**src/rtl/alu_mc_pkg.sv**
```systemverilog
// Shared types for the per-lane ALU: scheduler state encoding, opcodes and ALU FSM states.
package core_states_pkg;
  localparam logic [2:0] EXECUTE = 3'b101;
endpackage

package alu_ops_pkg;
  typedef enum logic [2:0] {
    ADD = 3'd0, SUB = 3'd1, MUL = 3'd2, DIV = 3'd3,
    MOD = 3'd4, AND = 3'd5, OR  = 3'd6, XOR = 3'd7
  } alu_op_t;

  function automatic logic is_multicycle(input alu_op_t op, input logic mul_iter);
    return (op == DIV) || (op == MOD) || ((op == MUL) && mul_iter);
  endfunction
endpackage

package alu_state_pkg;
  typedef enum logic [1:0] {IDLE, BUSY_DIV, BUSY_MUL, DONE} alu_state_t;
endpackage

```
**src/rtl/alu_mc_divider.sv**
```systemverilog
// Restoring radix-2 unsigned divider, one quotient bit per enabled cycle.
// quotient/remainder are valid in the cycle done is high (final step, combinational).
module seq_divider #(
  parameter int WIDTH = 8
) (
  input  logic             clk,
  input  logic             reset,
  input  logic             en,
  input  logic             start,
  input  logic [WIDTH-1:0] dividend,
  input  logic [WIDTH-1:0] divisor,
  output logic [WIDTH-1:0] quotient,
  output logic [WIDTH-1:0] remainder,
  output logic             done
);
  localparam int CW = (WIDTH > 2) ? $clog2(WIDTH) : 1;

  logic [WIDTH-1:0] rem_q, rem_d, quo_q, quo_d, dvs_q, dvs_d;
  logic [CW-1:0]    cnt_q, cnt_d;
  logic             run_q, run_d;
  logic [WIDTH:0]   shifted, trial;
  logic             dvs_zero;

  assign dvs_zero = (dvs_q == '0);

  always_comb begin
    shifted = {rem_q, quo_q[WIDTH-1]};
    trial   = shifted - {1'b0, dvs_q};
    rem_d   = rem_q;
    quo_d   = quo_q;
    dvs_d   = dvs_q;
    cnt_d   = cnt_q;
    run_d   = run_q;
    done    = 1'b0;
    if (en) begin
      if (start) begin
        rem_d = '0;
        quo_d = dividend;
        dvs_d = divisor;
        cnt_d = CW'(WIDTH-1);
        run_d = 1'b1;
      end else if (run_q) begin
        // A zero divisor keeps the dividend parked in quo_q for the MOD result.
        if (!dvs_zero) begin
          rem_d = trial[WIDTH] ? shifted[WIDTH-1:0] : trial[WIDTH-1:0];
          quo_d = {quo_q[WIDTH-2:0], ~trial[WIDTH]};
        end
        cnt_d = cnt_q - CW'(1);
        if (cnt_q == '0) begin
          done  = 1'b1;
          run_d = 1'b0;
          cnt_d = '0;
        end
      end
    end
  end

  assign quotient  = dvs_zero ? '1    : quo_d;
  assign remainder = dvs_zero ? quo_q : rem_d;

  always_ff @(posedge clk) begin
    if (reset) begin
      rem_q <= '0;
      quo_q <= '0;
      dvs_q <= '0;
      cnt_q <= '0;
      run_q <= 1'b0;
    end else begin
      rem_q <= rem_d;
      quo_q <= quo_d;
      dvs_q <= dvs_d;
      cnt_q <= cnt_d;
      run_q <= run_d;
    end
  end
endmodule

```
**src/rtl/alu_mc.sv**
```systemverilog
// Per-lane ALU: single-cycle ADD/SUB/logic/compare, shared sequential DIV/MOD,
// optional shift-add MUL. Results are registered and held until the next result.
module alu_mc
  import alu_ops_pkg::*;
  import alu_state_pkg::*;
#(
  parameter int WIDTH         = 8,
  parameter int MUL_ITERATIVE = 0
) (
  input  logic             clk,
  input  logic             reset,
  input  logic             enable,
  input  logic [2:0]       core_state,
  input  logic [2:0]       decoded_alu_op,
  input  logic             decoded_alu_output_mux,
  input  logic [WIDTH-1:0] rs,
  input  logic [WIDTH-1:0] rt,
  output logic [WIDTH-1:0] alu_out,
  output logic             alu_busy
);
  localparam int CW = (WIDTH > 2) ? $clog2(WIDTH) : 1;

  alu_state_t       state_q, state_d;
  logic [CW-1:0]    cnt_q, cnt_d;
  logic [WIDTH-1:0] alu_out_q, alu_out_d;
  logic [WIDTH-1:0] mcand_q, mcand_d, mplier_q, mplier_d, prod_q, prod_d, prod_next;
  logic             is_mod_q, is_mod_d;
  logic             in_exec, multi, div_start, div_done;
  logic [WIDTH-1:0] div_quo, div_rem, single_res;
  logic [WIDTH:0]   cmp_diff;
  logic [WIDTH+2:0] cmp_vec;
  logic             lt, eq, gt;
  alu_op_t          op;

  assign op        = alu_op_t'(decoded_alu_op);
  assign in_exec   = (core_state == core_states_pkg::EXECUTE);
  assign multi     = !decoded_alu_output_mux && is_multicycle(op, MUL_ITERATIVE != 0);
  assign prod_next = prod_q + (mplier_q[0] ? mcand_q : '0);

  // Sign-extend by one bit so rs-rt cannot overflow.
  always_comb begin
    cmp_diff = {rs[WIDTH-1], rs} - {rt[WIDTH-1], rt};
    lt       = cmp_diff[WIDTH];
    eq       = (cmp_diff == '0);
    gt       = !lt && !eq;
    cmp_vec  = {WIDTH'(0), gt, eq, lt};
    case (op)
      ADD:     single_res = rs + rt;
      SUB:     single_res = rs - rt;
      MUL:     single_res = rs * rt;
      AND:     single_res = rs & rt;
      OR:      single_res = rs | rt;
      XOR:     single_res = rs ^ rt;
      default: single_res = '0;
    endcase
    if (decoded_alu_output_mux) single_res = cmp_vec[WIDTH-1:0];
  end

  always_comb begin
    state_d   = state_q;
    cnt_d     = cnt_q;
    alu_out_d = alu_out_q;
    mcand_d   = mcand_q;
    mplier_d  = mplier_q;
    prod_d    = prod_q;
    is_mod_d  = is_mod_q;
    div_start = 1'b0;
    if (enable) begin
      case (state_q)
        IDLE: if (in_exec) begin
          if (!multi) begin
            alu_out_d = single_res;
          end else begin
            cnt_d = CW'(WIDTH-1);
            if (op == MUL) begin
              state_d  = BUSY_MUL;
              mcand_d  = rs;
              mplier_d = rt;
              prod_d   = '0;
            end else begin
              state_d   = BUSY_DIV;
              div_start = 1'b1;
              is_mod_d  = (op == MOD);
            end
          end
        end
        BUSY_DIV: begin
          cnt_d = cnt_q - CW'(1);
          if (cnt_q == '0) begin
            alu_out_d = is_mod_q ? div_rem : div_quo;
            cnt_d     = '0;
            state_d   = DONE;
          end
        end
        BUSY_MUL: begin
          prod_d   = prod_next;
          mcand_d  = mcand_q << 1;
          mplier_d = mplier_q >> 1;
          cnt_d    = cnt_q - CW'(1);
          if (cnt_q == '0) begin
            alu_out_d = prod_next;
            cnt_d     = '0;
            state_d   = DONE;
          end
        end
        default: state_d = IDLE;
      endcase
    end
  end

  assign alu_busy = (state_q == BUSY_DIV) || (state_q == BUSY_MUL) ||
                    ((state_q == IDLE) && enable && in_exec && multi);
  assign alu_out  = alu_out_q;

  seq_divider #(.WIDTH(WIDTH)) u_div (
    .clk      (clk),
    .reset    (reset),
    .en       (enable),
    .start    (div_start),
    .dividend (rs),
    .divisor  (rt),
    .quotient (div_quo),
    .remainder(div_rem),
    .done     (div_done)
  );

  always_ff @(posedge clk) begin
    if (reset) begin
      state_q   <= IDLE;
      cnt_q     <= '0;
      alu_out_q <= '0;
      mcand_q   <= '0;
      mplier_q  <= '0;
      prod_q    <= '0;
      is_mod_q  <= 1'b0;
    end else begin
      state_q   <= state_d;
      cnt_q     <= cnt_d;
      alu_out_q <= alu_out_d;
      mcand_q   <= mcand_d;
      mplier_q  <= mplier_d;
      prod_q    <= prod_d;
      is_mod_q  <= is_mod_d;
    end
  end

  logic unused_ok;
  assign unused_ok = div_done;
endmodule

```
**config.mk**
```make
export PLATFORM = sky130hd
export DESIGN_NAME = alu_mc
export DESIGN_NICKNAME = d
export VERILOG_FILES = /design/src/rtl/alu_mc_pkg.sv /design/src/rtl/alu_mc_divider.sv /design/src/rtl/alu_mc.sv
export SDC_FILE = /design/constraint.sdc
export NUM_CORES = 1
export LEC_CHECK = 0
export ABC_AREA = 1
export CAP_MARGIN = 20
export CORE_ASPECT_RATIO = 0.75
export CORE_MARGIN = 5
export CORE_UTILIZATION = 60
export CTS_CLUSTER_SIZE = 10
export DETAILED_ROUTE_END_ITERATION = 8
export PLACE_DENSITY = 0.89
export RECOVER_POWER = 50
export SETUP_SLACK_MARGIN = 0.5
export SLEW_MARGIN = 25
export SYNTH_ARGS = -nofsm -noshare
export SYNTH_HDL_FRONTEND = slang
export SYNTH_SLANG_ARGS = --single-unit
```
**constraint.sdc**
```tcl
create_clock -name clk -period 5.76 [get_ports clk]
set_input_delay 0.576 -clock clk [delete_from_list [all_inputs] [get_ports clk]]
set_output_delay 0.576 -clock clk [all_outputs]
set_load 0.02 [all_outputs]
```
==> results, run 1 <==
- The required time of the critical path is between 5 and 6 ns.
- The via count of the first global-routing pass is 6,300.
- When the netlist entered floorplanning its net count stood at 1,151.
- The first routing iteration left roughly 850 violations.
- The mean number of vias per cell is between 5 and 6.
- In the final layout, flip-flops and latches occupy around 1300 sq um.
- The detail route stage leaves a number of antenna-violating nets equal to 0.
- 0 antenna diodes ended up in the layout.
- The net count of the finished layout is roughly 1,200.
- For the worst setup path, the data arrival time is 4.78 ns.
- The buffer type at the clock tree root is sky130_fd_sc_hd__clkbuf_16.
- The category of the worst setup path launch point is an input port.
- The met3 layer usage reported by global route is 0.0541.
- Gates resized during post-CTS repair numbered 0.
- The worst hold slack after final layout is about 0.45 ns.
- The TritonCTS clock tree is done.
- The die covers approximately 13,000 sq um.
- The final non-filler cell area is between 7000 and 8000 sq um.
- The setup check on the worst reg-to-reg path leaves a slack of ~2.0 ns.
- The initial antenna violation count was 0.
- The total clock sinks is 66.
- The number of pins exceeding their max-slew limit in the final report is 26.
- After detailed routing, the average wire length per cell comes to 15.7 um.
- The power density normalized to cell area is approximately 210 nW/um^2.
- The final routed wirelength across all metal layers is around 19 mm.
- The number of enable-type register cells in the synthesized netlist is 0.
- Each instance of the synthesized netlist takes up on average 6.40 sq um.
- The number of distinct library cell variants in the gate-level netlist after synthesis is 48.
- The run finished, with violations left.
- Of all flip-flops after synthesis, the portion carrying an async set or reset was 0.
- The multi-input gate area in the final layout is 4430 sq um.
- The pre-antenna-repair detailed-routing pass consisted of 6 iterations.
- The fraction of final layout cells sized beyond drive strength 1 is 0.0568.
- Across the VDD grid, the largest voltage drop is roughly 0.15 mV.
- The slew at the pin closest to its max-slew limit is 2.33 ns.
- In this run the most critical hold path is launched from mplier_q[7].
- The hold violation count in the final report came to 0.
- The class of the most critical hold timing path is reg2reg.
- The setup TNS is 0 ns.
- Leaving out fill and tap cells, the most frequent cell in the layout is sky130_fd_sc_hd__nand2_1.
- Setup violations remaining at the end of the flow were counted as 0.
- The fraction of met2 tracks used by global routing is 0.451.
- The worst setup path is of the in2reg kind.
- The synthesized design contains 66 register bits.
- The highest achievable clock rate is roughly 220 MHz.
- Entering global routing, the biggest net connects 40 pins.
- The area overhead of the layout relative to synthesis is 9.35%.
- The highest-utilization routing layer at the global route stage is met2.
- The met1 usage in global routing is 0.381.
- The cell area that synthesis handed to floorplanning was between 6000 and 7000 sq um.
- The number of inserted filler cells in the final layout is 950.
- The leakage power of the design is around 3.8 nW.
- Clock tree synthesis inserted a total of 9 buffers.
- In the layout the commonest cells are sky130_fd_sc_hd__nand2_1, sky130_fd_sc_hd__inv_1, sky130_fd_sc_hd__a21oi_1.
- Setup repair after global routing left no endpoint under its margin.
- In this run the critical register-to-register path is captured at prod_q[1].
- The leftover overflow at the end of global routing is 0.
- Clock-pin slew was measured on the worst setup and hold paths at 0.05 ns.
- The die width is approximately 130 um.
- The final clock period utilization by the worst path is 0.790.
- The number of setup buffers added after CTS is 0.
- The residual DRC count is 0.
- The count of boundary I/O pins is 35.
- The core region is 10,900 sq um.
- The start of the worst register-to-register path is state_q[0].
- The total placed instance area is ~7000 sq um.
- Of all nets on the critical path, the largest fanout is 10.
- The kind of end point of the critical path is a register.
- Yosys printed 0 warnings.
- The placed wire-length estimate is about 14 mm.
- The die extent in y is between 100 and 150 um.
- The final reports fail on capacitance limit, slew limit.
- The worst path in the final design needs a cycle of about 4.5 ns, including I/O delays and setup.
- Measured in cells, the most critical reg-to-reg path has a length of 9.
- The final estimated routing congestion in global placement is ~1.0.
- The total of buffers placed on input and output ports is 34.
- The CTS H-tree depth is 3.
- After floorplanning, the core was divided into 33 placement rows.
- The worst slew margin relative to its limit is -0.564.
- Across the run, the number of max-cap violations was 1.
- The number of instances in the synthesized netlist is about 1,000.
- The worst hold path passes through 2 cells.
- The end of the worst hold path is mplier_q[7].
- The number of hold-repair buffers added at the cts stage is 0.
- The share of synthesized area occupied by flip-flops and latches is 0.199.
- Clock latency on the worst-skew pair, taken at its later pin, is 0.34 ns.
- The clock tree buffer depth is 2.
- The prevailing post-synth register cell is sky130_fd_sc_hd__dfxtp_1.
- The vias after detailed routing is between 6,000 and 7,000.
- The total global-route track usage is 0.278.
- The starting utilization of the core area is 0.610.
- Between clock sinks in the finished design, the worst skew comes to 0.00934 ns.
- The first global-routing pass estimated between 30 and 40 mm of wire.
## stage by stage
| stage | utilization | setup slack, ns | cells | total power, W |
|---|---|---|---|---|
| global route | 0.667 | 0.935 | 1197 | 0.00162 |
| global placement | 0.644 | 1.08 | 1182 | 0.00100 |
| finish | 0.667 | 1.21 | 1197 | 0.00153 |
| CTS | 0.669 | 1.24 | 1197 | 0.00152 |
| floorplan | - | 1.81 | 1039 | 0.000874 |
| detailed placement | 0.644 | 0.916 | 1182 | 0.00102 |
## worst max-delay path by stage
| stage | depth (start not counted) | to | slack (ns) | from |
|---|---|---|---|---|
| after detailed placement | 20 | alu_out[7] | 0.92 | rs[1] |
| after global placement | 20 | alu_out[7] | 1.08 | rs[1] |
| after floorplan | 16 | alu_out[6] | 1.81 | rt[4] |
| after global routing | 26 | alu_out[7] | 0.94 | rs[1] |
| after CTS | 20 | alu_out[7] | 1.24 | rs[1] |
| final | 20 | alu_out[7] | 1.21 | rs[1] |
## sequential cells by signal (all words and copies together), names as in the netlist
name	count
alu_out	8
cnt_q	3
is_mod_q	1
mcand_q	8
mplier_q	8
prod_q	8
state_q	2
u_div.cnt_q	3
u_div.dvs_q	8
u_div.quo_q	8
u_div.rem_q	8
u_div.run_q	1
## worst max-delay path, cell delays in order
cell and delay [ns]:
sky130_fd_sc_hd__clkdlybuf4s50_1 0.71, sky130_fd_sc_hd__nand2_1 0.15, sky130_fd_sc_hd__fa_1 0.47, sky130_fd_sc_hd__fa_1 0.57
sky130_fd_sc_hd__inv_1 0.06, sky130_fd_sc_hd__fa_1 0.47, sky130_fd_sc_hd__inv_1 0.06, sky130_fd_sc_hd__fa_1 0.54
sky130_fd_sc_hd__inv_1 0.05, sky130_fd_sc_hd__ha_1 0.28, sky130_fd_sc_hd__o21ai_0 0.08, sky130_fd_sc_hd__and2_1 0.15
sky130_fd_sc_hd__inv_1 0.05, sky130_fd_sc_hd__nand3_1 0.06, sky130_fd_sc_hd__nand3_1 0.09, sky130_fd_sc_hd__nand3_1 0.09
sky130_fd_sc_hd__nand2_1 0.09, sky130_fd_sc_hd__nand3_1 0.07, sky130_fd_sc_hd__nand2_1 0.11, sky130_fd_sc_hd__inv_1 0.04
## report_power, final
group | switching (W) | internal, W | total [W]
clock | 0.000209 | 0.000299 | 0.000508
combinational | 0.000349 | 0.000184 | 0.000533
sequential | 0.0000144 | 0.000475 | 0.000490
total | 0.000573 | 0.000958 | 0.00153
## metal layers
metal  wire, um  vias up
met3       2030       58
met4        505        0
li1           -     3353
met2       8150      417
met1       8050     3075
met5          0        -
## area by class of cell
class | instances | share of cell area
multi-input combinational | 749 | 0.609
sequential | 66 | 0.182
inverter | 190 | 0.0981
timing repair buffer | 37 | 0.0499
clock buffer | 10 | 0.0329
tap | 140 | 0.0241
clock inverter | 5 | 0.00430
## logic make-up after synthesis
kind of cell | share of synthesized area
AO/OA/AOI/OAI | 0.171
XOR/XNOR | 0.0211
buffers and inverters | 0.135
flip-flops | 0.199
adder cells (fa/ha/maj) | 0.180
AND/OR/NAND/NOR | 0.294
## cells in the mapped netlist (7+ instances only)
library cell               number  share of area
sky130_fd_sc_hd__a21oi_1      108          0.081
sky130_fd_sc_hd__buf_2          8         0.0060
sky130_fd_sc_hd__clkbuf_1      18          0.010
sky130_fd_sc_hd__dfxtp_1       66           0.20
sky130_fd_sc_hd__fa_1          16          0.048
sky130_fd_sc_hd__ha_1          70           0.13
sky130_fd_sc_hd__inv_1        183           0.10
sky130_fd_sc_hd__nand2_1      236           0.13
sky130_fd_sc_hd__nand2_2       12          0.011
sky130_fd_sc_hd__nand3_1       75          0.056
sky130_fd_sc_hd__nand3_2        7          0.011
sky130_fd_sc_hd__nand4_1       10         0.0094
sky130_fd_sc_hd__nor2_1        76          0.043
sky130_fd_sc_hd__nor3_1         8         0.0060
sky130_fd_sc_hd__o21ai_0       62          0.047
sky130_fd_sc_hd__xor2_1        10          0.013
Note: power is estimated with default switching activity, not from simulation.
==> run 2: changes to the inputs <==
clock period = 4.4 ns   (was 5.76 ns; I/O delays follow)
==> run 2 against run 1 <==
The run now ends clean. Clock power up 27%. Utilization rose by 2.1 points. Critical path depth is the same. Via count increased by 2.8%. Clock-buffer cell count increased by 1. Die area stayed put. Sequential share of layout area is 0.55 points lower. Combinational power is 38% higher. Final area grew 3.1%. Final cell count increased by 1.9%. Routed wire length is 3.1% higher.
==> results, run 2 (synthesis gave the netlist of run 1 again) <==
- The die extent in y is 101 um (unchanged).
- The CTS buffer count is 9 (unchanged).
- The number of antenna diodes is 0 (unchanged).
- The largest fanout of any net on the critical path was 5 (was 10).
- The global-route wire length before repair is 31.2 mm (was 30.5 mm).
- The kind of end point of the critical path is a register (unchanged).
- The die width was 132 um (unchanged).
- The post-layout minimum cycle time is ~3.8 ns.
- The area of the die is 13,300 sq um (unchanged).
- The detailed-routing iteration count for the pre-antenna-repair pass is 7 (was 6).
- The site row count is 33 (unchanged).
- The worst slew margin relative to its limit is 0.338 (was -0.564).
- The class of the most critical hold timing path is reg2reg (unchanged).
- The number of failing setup endpoints in the final timing report is 0 (unchanged).
- Cells along the critical path: dlygate4sd2_1 > nand2_1 > fa_2 > fa_1 > inv_1 > fa_1 > inv_1 > fa_2 > inv_1 > ha_1 > o21ai_0 > and2_1 > inv_1 > nand3_1 > nand3_1 > nand3_1 > nand2_1 > nand3_1 > nand2_1 > inv_1 (was clkdlybuf4s50_1 > nand2_1 > fa_1 > fa_1 > inv_1 > fa_1 > inv_1 > fa_1 > inv_1 > ha_1 > o21ai_0 > and2_1 > inv_1 > nand3_1 > nand3_1 > nand3_1 > nand2_1 > nand3_1 > nand2_1 > inv_1).
- The final estimated routing congestion in global placement was 0.980 (was 1.02).
- The signal arrival time at the worst endpoint is 4.02 ns (was 4.78 ns).
- The most common cell after layout, fill and taps aside is sky130_fd_sc_hd__nand2_1 (unchanged).
- Status: completed (was finished, violations left).
- The number of standard cells in the final layout excluding fillers was 1,220 (was 1,197).
- The number of placed instances, taps included is 1,201 (was 1,182).
- The leakage power of the design is 3.98 nW (was 3.81 nW).
- The area overhead of the layout relative to synthesis came to 12.7% (was 9.35%).
- The post-detailed-route wirelength per cell is 15.8 um (was 15.7 um).
- The hold violation count in the final report is 0 (unchanged).
- The initial antenna violation count was 0 (unchanged).
- The final core utilization is 0.688 (was 0.667).
- The total number of nets in the final design came to 1,189 (was 1,165).
- The standard cell core area is 10,900 sq um (unchanged).
- The delay of the slowest cell on the worst path came to 0.57 ns (was 0.71 ns).
- The CTS H-tree depth came to 3 (unchanged).
- The placed wire-length estimate is 14.2 mm (was 14.1 mm).
- The via count of the first global-routing pass is 6,563 (was 6,300).
- The worst setup skew after layout was 0.00309 ns (was 0.00934 ns).
- The number of nets with antenna violations after routing is 0 (unchanged).
- The fraction of final layout cells sized beyond drive strength 1 is 0.0833 (was 0.0568).
- The category of the worst setup path launch point is an input port (unchanged).
- The total of buffers placed on input and output ports is 34 (unchanged).
- In the finished design, the share of the clock period the worst path needs comes to 0.860.
- The final routed wirelength across all metal layers came to 19.3 mm (was 18.7 mm).
- The register clock-pin slew on the reported worst setup and hold paths is 0.05 ns (about the same).
- The TritonCTS clock tree is done (unchanged).
- The number of pins exceeding their max-slew limit in the final report is 0 (was 26).
- The count of boundary I/O pins came to 35 (unchanged).
- The clock tree buffer depth came to 2 (unchanged).
- The power after layout is 0.00202 W (was 0.00153 W).
- The residual DRC count is 0 (unchanged).
- The worst hold slack after final layout is 0.461 ns (was 0.446 ns).
- The number of violations of the max-capacitance limit is 0 (was 1).
- The vias after detailed routing is 7,093 (was 6,903).
- The kind of critical path was in2reg (unchanged).
- The maximum VDD drop was 0.186 mV (was 0.151 mV).
- The starting utilization of the core area is 0.610 (unchanged).
- Most frequent cells in the layout: sky130_fd_sc_hd__nand2_1, sky130_fd_sc_hd__inv_1, sky130_fd_sc_hd__a21oi_1 (unchanged).
- The required time of the critical path came to 4.64 ns (was 5.99 ns).
- The number of DRC markers after the initial detailed-route iteration came to 742 (was 853).
- RSZ-0062 raised after global routing: false (unchanged).
- The cell type of the slowest stage on the worst timing path is sky130_fd_sc_hd__fa_1 (was sky130_fd_sc_hd__clkdlybuf4s50_1).
- The slew at the pin closest to its max-slew limit is 0.988 ns (was 2.33 ns).
- The total clock sinks is 66 (unchanged).
- The buffer type at the clock tree root is sky130_fd_sc_hd__clkbuf_16 (unchanged).
- The most repeated library cell on the critical path is sky130_fd_sc_hd__inv_1 (unchanged).
- The leftover overflow at the end of global routing is 0 (unchanged).
- The pin count of the biggest net entering global routing is 40 (unchanged).
- The highest achievable clock rate is 264 MHz.
- The total global-route track usage was 0.285 (was 0.278).
- The power density normalized to cell area is 270 nW/um^2 (was 210 nW/um^2).
- The clock latency of the later-clocked register in the worst-skew pair came to 0.33 ns (was 0.34 ns).
- The mean number of vias per cell is 5.81 (was 5.77).
run 2: timing repair:
item	in CTS	in global routing
setup endpoints to repair	3	3
buffers inserted	0	5
hold buffers	0	0
resized for setup	7	16
pin swaps	0	3
run 2: metrics by stage:
stage / area (sq um) / setup TNS, ns / setup slack [ns]
3_5_place_dp: 7160 / -0.0595 / -0.0465
5_1_grt: 7500 / 0 / 0.482
4_1_cts: 7420 / 0 / 0.518
6_report: 7500 / 0 / 0.614
3_3_place_gp: 7160 / 0 / 0.0409
2_1_floorplan: 6650 / 0 / 0.581
run 2: final cells by class:
class	instances	area, sq um
inverter	190	713
sequential	66	1320
fill	905	3400
clock inverter	3	17.5
tap	140	175
multi-input combinational	749	4470
clock buffer	11	243
timing repair buffer	61	556
run 2: critical path, delay by kind of cell:
family                     cells  cell delay [ns]
and+or+nand+nor                8             0.69
AOI/OAI and AO/OA              1             0.08
adders and majority gates      5             2.25
buffers and inverters          6             0.57
run 2: path summary, 6_finish.rpt:
path	start	to	slack, ns	cells past startpoint
min reg2reg	mcand_q[0]	mcand_q[0]	0.46	2
max	rt[4]	alu_out[7]	0.61	20
min	mcand_q[0]	mcand_q[0]	0.46	2
max reg2reg	state_q[0]	alu_out[3]	1.15	15
run 2: routing by layer:
layer | GRT usage | vias to the layer above | routed length (um)
li1 | - | 3401 | -
met1 | 0.370 | 3202 | 7990
met2 | 0.460 | 390 | 8470
met3 | 0.0690 | 100 | 2040
met4 | 0.118 | 0 | 829
met5 | 0 | - | 0
run 2: power by group:
part | internal (W) | switching (W)
clock | 0.000388 | 0.000258
combinational | 0.000261 | 0.000477
sequential | 0.000622 | 0.0000194
total | 0.00127 | 0.000754
